File: src/rtl/sram_req_ctrl.sv
// Single-port SRAM front-end: clears the array after reset, then maps a valid/ready command
// stream onto SRAM cycles; read data returns 2 cycles after accept, with at most RSP_DEPTH reads outstanding.
module sram_req_ctrl #(
  parameter int                ADDR_W    = 4,
  parameter int                DATA_W    = 8,
  parameter int                RSP_DEPTH = 4,
  parameter logic [DATA_W-1:0] INIT_VAL  = '0
) (
  input  logic              clk,
  input  logic              rst,
  input  logic              req_valid,
  output logic              req_ready,
  input  logic              req_wr,
  input  logic [ADDR_W-1:0] req_addr,
  input  logic [DATA_W-1:0] req_wdata,
  output logic              rsp_valid,
  input  logic              rsp_ready,
  output logic [DATA_W-1:0] rsp_rdata,
  output logic              sram_wr,
  output logic [ADDR_W-1:0] sram_addrs,
  output logic [DATA_W-1:0] sram_din,
  input  logic [DATA_W-1:0] sram_dout,
  output logic              init_done
);

  localparam int PTR_W = $clog2(RSP_DEPTH);
  localparam int CNT_W = PTR_W + 1;
  localparam logic [CNT_W-1:0]  DEPTH_C   = CNT_W'(RSP_DEPTH);
  localparam logic [ADDR_W:0]   SWEEP_END = {1'b1, {ADDR_W{1'b0}}};

  typedef enum logic {INIT, RUN} state_t;

  state_t            state;
  logic [ADDR_W:0]   sweep_cnt;
  logic [CNT_W-1:0]  out_cnt;
  logic [CNT_W-1:0]  fifo_cnt;
  logic [PTR_W-1:0]  wr_ptr;
  logic [PTR_W-1:0]  rd_ptr;
  logic [DATA_W-1:0] mem [RSP_DEPTH];
  logic              rd_s1;
  logic              rd_s2;
  logic              req_acc;
  logic              rd_acc;
  logic              rsp_pop;

  assign req_ready = (state == RUN) && (out_cnt < DEPTH_C);
  assign req_acc   = req_valid && req_ready;
  assign rd_acc    = req_acc && !req_wr;
  assign rsp_valid = (fifo_cnt != '0);
  assign rsp_pop   = rsp_valid && rsp_ready;

  // The extra counter bit delays RUN by one cycle so the last sweep write is on the bus first.
  always_ff @(posedge clk) begin
    if (!rst) begin
      state      <= INIT;
      sweep_cnt  <= '0;
      init_done  <= 1'b0;
      sram_wr    <= 1'b0;
      sram_addrs <= '0;
      sram_din   <= '0;
    end else begin
      case (state)
        INIT: begin
          if (sweep_cnt == SWEEP_END) begin
            state     <= RUN;
            init_done <= 1'b1;
            sram_wr   <= 1'b0;
          end else begin
            sram_wr    <= 1'b1;
            sram_addrs <= sweep_cnt[ADDR_W-1:0];
            sram_din   <= INIT_VAL;
            sweep_cnt  <= sweep_cnt + (ADDR_W+1)'(1);
          end
        end
        RUN: begin
          sram_wr <= req_acc && req_wr;
          if (req_acc) begin
            sram_addrs <= req_addr;
            if (req_wr) sram_din <= req_wdata;
          end
        end
        default: state <= INIT;
      endcase
    end
  end

  // rd_s1: address on the SRAM bus; rd_s2: sram_dout holds the data and is pushed this edge.
  always_ff @(posedge clk) begin
    if (!rst) begin
      rd_s1   <= 1'b0;
      rd_s2   <= 1'b0;
      out_cnt <= '0;
    end else begin
      rd_s1 <= rd_acc;
      rd_s2 <= rd_s1;
      if (rd_acc && !rsp_pop)      out_cnt <= out_cnt + CNT_W'(1);
      else if (!rd_acc && rsp_pop) out_cnt <= out_cnt - CNT_W'(1);
    end
  end

  always_ff @(posedge clk) begin
    if (rd_s2) mem[wr_ptr] <= sram_dout;
  end

  // rsp_rdata is a registered copy of the FIFO head, refreshed on push-to-empty or pop.
  always_ff @(posedge clk) begin
    if (!rst) begin
      wr_ptr    <= '0;
      rd_ptr    <= '0;
      fifo_cnt  <= '0;
      rsp_rdata <= '0;
    end else begin
      if (rd_s2)   wr_ptr <= wr_ptr + PTR_W'(1);
      if (rsp_pop) rd_ptr <= rd_ptr + PTR_W'(1);
      if (rd_s2 && !rsp_pop)      fifo_cnt <= fifo_cnt + CNT_W'(1);
      else if (!rd_s2 && rsp_pop) fifo_cnt <= fifo_cnt - CNT_W'(1);
      if (rd_s2 && ((fifo_cnt == '0) || ((fifo_cnt == CNT_W'(1)) && rsp_pop)))
        rsp_rdata <= sram_dout;
      else if (rsp_pop && (fifo_cnt > CNT_W'(1)))
        rsp_rdata <= mem[rd_ptr + PTR_W'(1)];
    end
  end

endmodule

File: config.mk
export PLATFORM = sky130hd
export DESIGN_NAME = sram_req_ctrl
export DESIGN_NICKNAME = d
export VERILOG_FILES = /design/src/rtl/sram_req_ctrl.sv
export SDC_FILE = /design/constraint.sdc
export NUM_CORES = 1
export LEC_CHECK = 0
export CAP_MARGIN = 20
export CORE_ASPECT_RATIO = 0.5
export CORE_MARGIN = 2
export CORE_UTILIZATION = 38
export CTS_BUF_LIST = sky130_fd_sc_hd__clkbuf_4 sky130_fd_sc_hd__clkbuf_8
export CTS_CLUSTER_SIZE = 25
export DETAILED_ROUTE_END_ITERATION = 16
export PLACE_DENSITY = 0.7
export SYNTH_ARGS = -nofsm -noshare
export SYNTH_HDL_FRONTEND = slang
export SYNTH_SLANG_ARGS = --single-unit
File: constraint.sdc
create_clock -name clk -period 4.1 [get_ports clk]
set_clock_uncertainty 0.15 [all_clocks]
set_input_delay 0.82 -clock clk [delete_from_list [all_inputs] [get_ports clk]]
set_output_delay 0.82 -clock clk [all_outputs]
set_load 0.05 [all_outputs]
==> key figures, run 1 <==
Run status
  • Status: complete, no violations

Routing
  • Iter 0 DRT Violations: 154
  • WL/cell: 14.3 um
  • Post-route ant nets: 0
  • Router iterations before antenna repair: 4
  • Post-route DRC: 0
  • Vias/cell: 4.93
  • Routed WL: 5.85 mm
  • Via count: 2010

Place
  • IO Port Bufs: 48
  • Placer Congestion: 0.730
  • Placement Setup Slack: 0.840 ns
  • Placed Area: 3660 um2
  • Hpwl dp: 4.07 mm

Setup path
  • Kind of critical path: reg -> out
  • Worst Setup End Kind: output port
  • Critical Path Fanout Max: 12
  • Arrival @ worst endpoint: 2.12 ns
  • CP startpoint kind: flop
  • Worst EP required: 3.13 ns

Power and ir drop
  • Gate power share: 25.9%
  • Leak: 1.32 nW
  • Maximum vdd ir drop: 185 uV
  • Sw Share: 31.2%
  • Total power: 1.80 mW
  • Cell Pwr Density: 469 nW/um2
  • Clock share of power: 27.2%
  • Reg power frac: 46.9%
  • Psw: 561 uW
  • Pint: 1.24 mW

Cells and area
  • Fin area: 3830 um2
  • Area growth from synthesis to layout: 23.9%
  • Nets: 329
  • N_diodes: 0
  • Layout cells sized above 1: 9.80%

STA
  • Slew HR: 59.3%
  • Worst setup margin: 1.01 ns
  • Unrepaired setup endpoints after global routing: no
  • Final Max Slew Viols: 0
  • Tcrit/Tclk final: 75.4%
  • Max Fclk: 323 MHz
  • # setup viols final: 0
  • Final Hold Viols: 0
  • Actual slew at the worst max-slew pin: 0.609 ns
  • Final min period: 3.09 ns
  • Post-Route Setup TNS: 0 ns

Worst hold path
  • Worst min path class: reg -> reg

Clock network
  • # Post-CTS Setup Buffers: 0
  • Clock root cell: clkbuf_8
  • CTS sink count: 72
  • Htree depth: 3
  • Post-CTS Hold Buffers: 0
  • Clk_lat worst skew: 0.34 ns
  • CTS clk-pin slew, worst paths: 0.07 ns
  • Resized Gates After CTS: 0
  • Clk buf depth: 2
  • CTS tree: yes
  • Num CTS Buffers: 9

Logic synthesis
  • Multiplexer share of the synthesized area: 7.12%
  • Net count after synthesis: 279
  • Largest family of logic cells by synthesized area: simple AND/OR/NAND/NOR gates
  • Number of synthesized register bits: 72
  • Syn_area_per_cell: 12.8 um2
  • Synth Area in Simple Gates: 12.3%
  • Seq/Total Area, Yosys: 57.0%
  • Synth unique cells: 38
  • Cell count after synthesis: 241
  • Synthesized cell area: 3090 um2
  • Adder-cell share of the synthesized area: 5.50%
  • Synth Area in Compound Gates: 11.8%
  • Post-synthesis xor/xnor area fraction: 3.11%
  • Yosys warnings: 0

Run
  • Max_cap viols: 0

Global routing
  • Gr usage total: 14.3%
  • Global-route wire length before repair: 9.60 mm
  • Largest net degree at the start of global routing: 26
  • Overflow after GRT: 0
  • Initial antenna violation count: 0
  • Vias in the first global route: 1996

Die
  • Die span in x: 132 um
  • Rows: 23
  • Core area: 7940 um2
  • Die height: 67.8 um
  • Die ar.: 8920 um2
  • Initial Util: 38.9%
  • I/O pin count: 49
[layer usage]
layer	up-vias	share of wire, %	track usage (%)
li1	979	-	-
met1	977	45	16.4
met2	48	49	25.2
met3	6	5.3	5.11
met4	0	1.1	5.71
met5	-	0	0
[critical path, cell delays in order, from the launching register on]
cell             delay (ns)
dfxtp_1                0.61
inv_1                  0.23
nor2_1                 0.14
clkdlybuf4s50_1        0.81
[power groups by stage]
| stage | clock network, mW | registers, mW | logic [mW] |
|---|---|---|---|
| final | 0.488 | 0.843 | 0.465 |
| after global routing | 0.538 | 0.851 | 0.509 |
| after CTS | 0.504 | 0.844 | 0.468 |
| after detailed placement | 0 | 0.860 | 0.466 |
| after global placement | 0 | 0.857 | 0.450 |
| after floorplan | 0 | 0.898 | 0.285 |
[cells in the mapped netlist]
| master | instances | area, um2 |
|---|---|---|
| nand2b_1 | 1 | 6.26 |
| nand2_1 | 6 | 22.5 |
| xnor2_1 | 8 | 70.1 |
| o31ai_4 | 1 | 21.3 |
| a21o_1 | 1 | 7.51 |
| o211a_1 | 4 | 40.0 |
| and4bb_4 | 1 | 16.3 |
| nand4bb_4 | 1 | 27.5 |
| clkbuf_1 | 4 | 15.0 |
| buf_2 | 2 | 10.0 |
| and4b_1 | 1 | 10.0 |
| o21ai_0 | 19 | 95.1 |
| a21oi_1 | 4 | 20.0 |
| nor2b_1 | 15 | 93.8 |
| and3_1 | 1 | 6.26 |
| a21boi_0 | 2 | 15.0 |
| nand3b_1 | 1 | 7.51 |
| or3_1 | 2 | 12.5 |
| buf_6 | 2 | 22.5 |
| mux4_2 | 8 | 180 |
| edfxtp_1 | 32 | 961 |
| a21oi_4 | 1 | 16.3 |
| nand3_1 | 13 | 65.1 |
| fa_1 | 1 | 20.0 |
| a22oi_1 | 8 | 60.1 |
| dfxtp_1 | 40 | 801 |
| buf_4 | 2 | 15.0 |
| ha_1 | 12 | 150 |
| nor2_1 | 3 | 11.3 |
| nor2_2 | 1 | 6.26 |
| o31a_1 | 1 | 8.76 |
| mux2i_1 | 4 | 40.0 |
| and2_1 | 15 | 93.8 |
| inv_1 | 10 | 37.5 |
| o211ai_1 | 2 | 15.0 |
| a31oi_1 | 8 | 50.1 |
| o21ai_4 | 1 | 16.3 |
| xor2_1 | 3 | 26.3 |
[path summary, 6_finish.rpt]
kind / from / cells past startpoint / to / slack, ns
hold reg to reg: rd_s1$_SDFF_PN0_ / 1 / rd_s2$_SDFF_PN0_ / 0.30
setup reg to reg: fifo_cnt[1]$_SDFFE_PN0P_ / 10 / out_cnt[2]$_SDFFE_PN0P_ / 1.54
hold / removal: rd_s1$_SDFF_PN0_ / 1 / rd_s2$_SDFF_PN0_ / 0.30
setup / recovery: state$_SDFF_PN0_ / 3 / req_ready / 1.01
[per-stage QoR]
step | instances | utilization (%) | hold slack (ns)
after global placement | 392 | 46.1 | 0.268
final | 408 | 48.2 | 0.296
after floorplan | 241 | - | 0.262
after CTS | 408 | 48.2 | 0.298
after detailed placement | 392 | 46.1 | 0.278
after global routing | 408 | 48.2 | 0.310
[cells in the final DEF, fill, tap and decap left out, types with 2 or more instances in the layout]
cell	n
clkdlybuf4s50_1	48
dfxtp_1	40
edfxtp_1	32
o21ai_0	19
and2_1	15
nor2b_1	15
nand3_1	13
ha_1	12
inv_1	10
clkbuf_8	10
xnor2_1	8
a22oi_1	8
mux4_2	8
a31oi_1	8
nand2_1	6
o211a_1	4
a21oi_1	4
mux2i_1	4
nor2_1	3
xor2_1	3
o211ai_1	2
or3_1	2
a21boi_0	2
clkinv_1	2
clkbuf_4	2
[cell families after synthesis]
family	Yosys count
AO/OA/AOI/OAI	52
flip-flops	72
adder cells (fa/ha/maj)	13
multiplexers	12
AND/OR/NAND/NOR	61
XOR/XNOR	11
buffers and inverters	20
[final cells by class]
| cell class | count | area, um2 |
|---|---|---|
| Inverter | 10 | 37.5 |
| Timing Repair Buffer | 49 | 488 |
| Fill cell | 706 | 4110 |
| Sequential cell | 72 | 1760 |
| Clock buffer | 12 | 153 |
| Clock inverter | 4 | 20.0 |
| Tap cell | 112 | 140 |
| Multi-Input combinational cell | 149 | 1230 |
[sequential cells by signal, summed over array words and instances (netlist names)]
name,flops
sweep_cnt,5
sram_din,8
state,1
rsp_rdata,8
rd_s2,1
fifo_cnt,3
rd_ptr,2
out_cnt,3
sram_wr,1
wr_ptr,2
rd_s1,1
sram_addrs,4
init_done,1
mem,32
Power figures use the tool's default switching activity.
==> inputs of run 2 (changes only) <==
--- a/config.mk
+++ b/config.mk
@@ -12,7 +12,7 @@
 export CTS_BUF_LIST = sky130_fd_sc_hd__clkbuf_4 sky130_fd_sc_hd__clkbuf_8
 export CTS_CLUSTER_SIZE = 25
 export DETAILED_ROUTE_END_ITERATION = 16
-export PLACE_DENSITY = 0.7
+export PLACE_DENSITY = 0.72
 export SYNTH_ARGS = -nofsm -noshare
 export SYNTH_HDL_FRONTEND = slang
 export SYNTH_SLANG_ARGS = --single-unit
==> constraint.sdc (replaced) <==
create_clock -name clk -period 2.8 [get_ports clk]
set_clock_uncertainty 0.15 [all_clocks]
set_input_delay 0.56 -clock clk [delete_from_list [all_inputs] [get_ports clk]]
set_output_delay 0.56 -clock clk [all_outputs]
set_load 0.05 [all_outputs]
==> run 2 against run 1 <==
Wire length up 8.8%. Sequential power up 47%. Global-route usage up 0.88 points. Cell area up 2.6%. First-iteration DRC count down 50%. Final cell count up 0.98%. Die area unchanged. Combinational power up 50%. Sequential cell count unchanged. Sequential share of layout area down 1.2 points. Worst hold slack worse by 0.011 ns. Largest power group unchanged.
==> key figures, run 2 (same netlist as run 1, synthesis figures left out) <==
Global routing
  • Overflow after GRT: 0
  • Vias in the first global route: 2076
  • Largest net degree at the start of global routing: 27
  • Initial antenna violation count: 0
  • Gr usage total: 15.2%
  • Global-route wire length before repair: 10.1 mm

Routing
  • Router iterations before antenna repair: 4
  • Vias/cell: 5.01
  • Via count: 2064
  • Iter 0 DRT Violations: 77
  • Routed WL: 6.37 mm
  • WL/cell: 15.5 um
  • Post-route ant nets: 0
  • Post-route DRC: 0

Place
  • IO Port Bufs: 48
  • Placed cell count: 396
  • Placer Congestion: 0.790
  • Hpwl dp: 4.33 mm

Setup path
  • Critical path cell sequence: inv_1 -> ha_2 -> nand2b_1 -> nand2_1 -> ha_1 -> inv_1 -> fa_1 -> xor2_1 -> or3_1 -> a21boi_0
  • Slowest Stage Delay on Critical Path: 0.37 ns
  • Worst path slowest cell: fa_1
  • Arrival @ worst endpoint: 2.76 ns
  • Cell with the most instances on the worst path: inv_1
  • Worst EP required: 2.90 ns
  • Critical Path Fanout Max: 4
  • CP startpoint kind: flop
  • Worst Setup End Kind: flop
  • Kind of critical path: reg -> reg

Cells and area
  • Area growth from synthesis to layout: 27.1%
  • Commonest non-fill, non-tap cell in the layout: clkdlybuf4s50_1
  • Largest register FFs: 32
  • Nets: 333
  • Most frequent cells in the layout: clkdlybuf4s50_1 (46), dfxtp_1 (40), edfxtp_1 (32), o21ai_0 (19)
  • Largest regs: mem x32, rsp_rdata x8, sram_din x8
  • N_diodes: 0
  • Layout cells sized above 1: 12.3%
  • Largest Register: mem
  • Final Util: 49.5%
  • Post-Layout Cell Count: 412

STA
  • Slew HR: 41.0%
  • Tcrit/Tclk final: 94.8%
  • Final Hold Viols: 0
  • Post-Route Setup TNS: 0 ns
  • Actual slew at the worst max-slew pin: 0.883 ns
  • Final Max Slew Viols: 0
  • Final min period: 2.65 ns
  • # setup viols final: 0
  • Unrepaired setup endpoints after global routing: no
  • Max Fclk: 377 MHz

Clock network
  • Post-CTS Hold Buffers: 0
  • Clk_lat worst skew: 0.36 ns
  • CTS clk-pin slew, worst paths: 0.08 ns
  • Htree depth: 3
  • CTS sink count: 72
  • Num CTS Buffers: 9
  • # Post-CTS Setup Buffers: 0
  • Clock root cell: clkbuf_8
  • Clk buf depth: 2
  • CTS tree: yes

Die
  • Rows: 23
  • Die ar.: 8920 um2
  • Core area: 7940 um2
  • Die span in x: 132 um
  • Initial Util: 38.9%
  • Die height: 67.8 um
  • I/O pin count: 49

Power and ir drop
  • Leak: 1.38 nW
  • Total power: 2.94 mW
  • Maximum vdd ir drop: 258 uV
  • Cell Pwr Density: 748 nW/um2
  • Reg power frac: 42.1%
  • Psw: 880 uW
  • Clock share of power: 34.2%
  • Sw Share: 29.9%
  • Pint: 2.06 mW
  • Gate power share: 23.7%

Worst hold path
  • Worst min path class: reg -> reg

Run status
  • Status: complete, no violations

Run
  • Max_cap viols: 0
run 2: cell types whose count changed in the layout (fill, tap and decap cells not counted), moves of 2 or more:
cell and delta:
clkinv_1 -2, bufinv_16 +3, buf_4 +5, clkdlybuf4s50_1 -2
run 2: worst paths after layout:
| check | from | endpoint | slack [ns] | cells past startpoint |
|---|---|---|---|---|
| worst max-delay path | fifo_cnt[1]$_SDFFE_PN0P_ | out_cnt[2]$_SDFFE_PN0P_ | 0.15 | 10 |
| worst min-delay path | rd_s1$_SDFF_PN0_ | rd_s2$_SDFF_PN0_ | 0.28 | 1 |
| worst max register to register | fifo_cnt[1]$_SDFFE_PN0P_ | out_cnt[2]$_SDFFE_PN0P_ | 0.15 | 10 |
| worst min register to register | rd_s1$_SDFF_PN0_ | rd_s2$_SDFF_PN0_ | 0.28 | 1 |
run 2: cell type report:
class / count / area [um2]
fillers: 713 / 4010
flip-flops and latches: 72 / 1760
multi-input cells: 149 / 1230
repair buffers: 53 / 514
well taps: 112 / 140
clock buffers: 11 / 139
clock inverters: 5 / 106
inverters: 10 / 37.5
run 2: metal layers:
metal / global-route usage, % / wire (um) / share of wire (%)
met1: 17.2 / 2840 / 45
met2: 26.4 / 3080 / 48
met3: 5.86 / 322 / 5.1
met4: 6.52 / 119 / 1.9
met5: 0 / 0 / 0
run 2: worst max-delay path: cells and delay by family (launching register included):
kind	cells	cell delay (ns)
compound gates	1	0.23
xor+xnor	1	0.19
fa+ha+maj	3	0.84
buf+inv	2	0.18
flops	1	0.34
simple gates	3	0.62
run 2: power groups by stage:
stage / clock network (mW) / registers [mW] / logic [mW]
final: 1.00 / 1.24 / 0.698
after detailed placement: 0 / 1.26 / 0.700
after CTS: 1.03 / 1.24 / 0.695
after floorplan: 0 / 1.32 / 0.417
after global placement: 0 / 1.26 / 0.665
after global routing: 1.07 / 1.25 / 0.747
run 2: metrics by stage:
| step | hold slack (ns) | worst slack [ns] | instance area, um2 |
|---|---|---|---|
| 2_1_floorplan | 0.262 | 0.116 | 3090 |
| 3_3_place_gp | 0.267 | 0.0738 | 3690 |
| 3_5_place_dp | 0.268 | -0.0471 | 3690 |
| 4_1_cts | 0.284 | 0.119 | 3930 |
| 5_1_grt | 0.293 | 0.0405 | 3930 |
| 6_report | 0.284 | 0.147 | 3930 |
run 2: what timing repair did:
action                     in CTS  in global routing
gates resized for setup         1                  1
pin swaps                       0                  0
setup endpoints to repair       1                  1
==> inputs of run 3 (changes only) <==
--- a/config.mk
+++ b/config.mk
@@ -13,6 +13,7 @@
 export CTS_CLUSTER_SIZE = 25
 export DETAILED_ROUTE_END_ITERATION = 16
 export PLACE_DENSITY = 0.72
+export SLEW_MARGIN = 20
 export SYNTH_ARGS = -nofsm -noshare
 export SYNTH_HDL_FRONTEND = slang
 export SYNTH_SLANG_ARGS = --single-unit
==> results of run 3 <==
The final DEF is identical to that of run 2; final timing and power are the same.
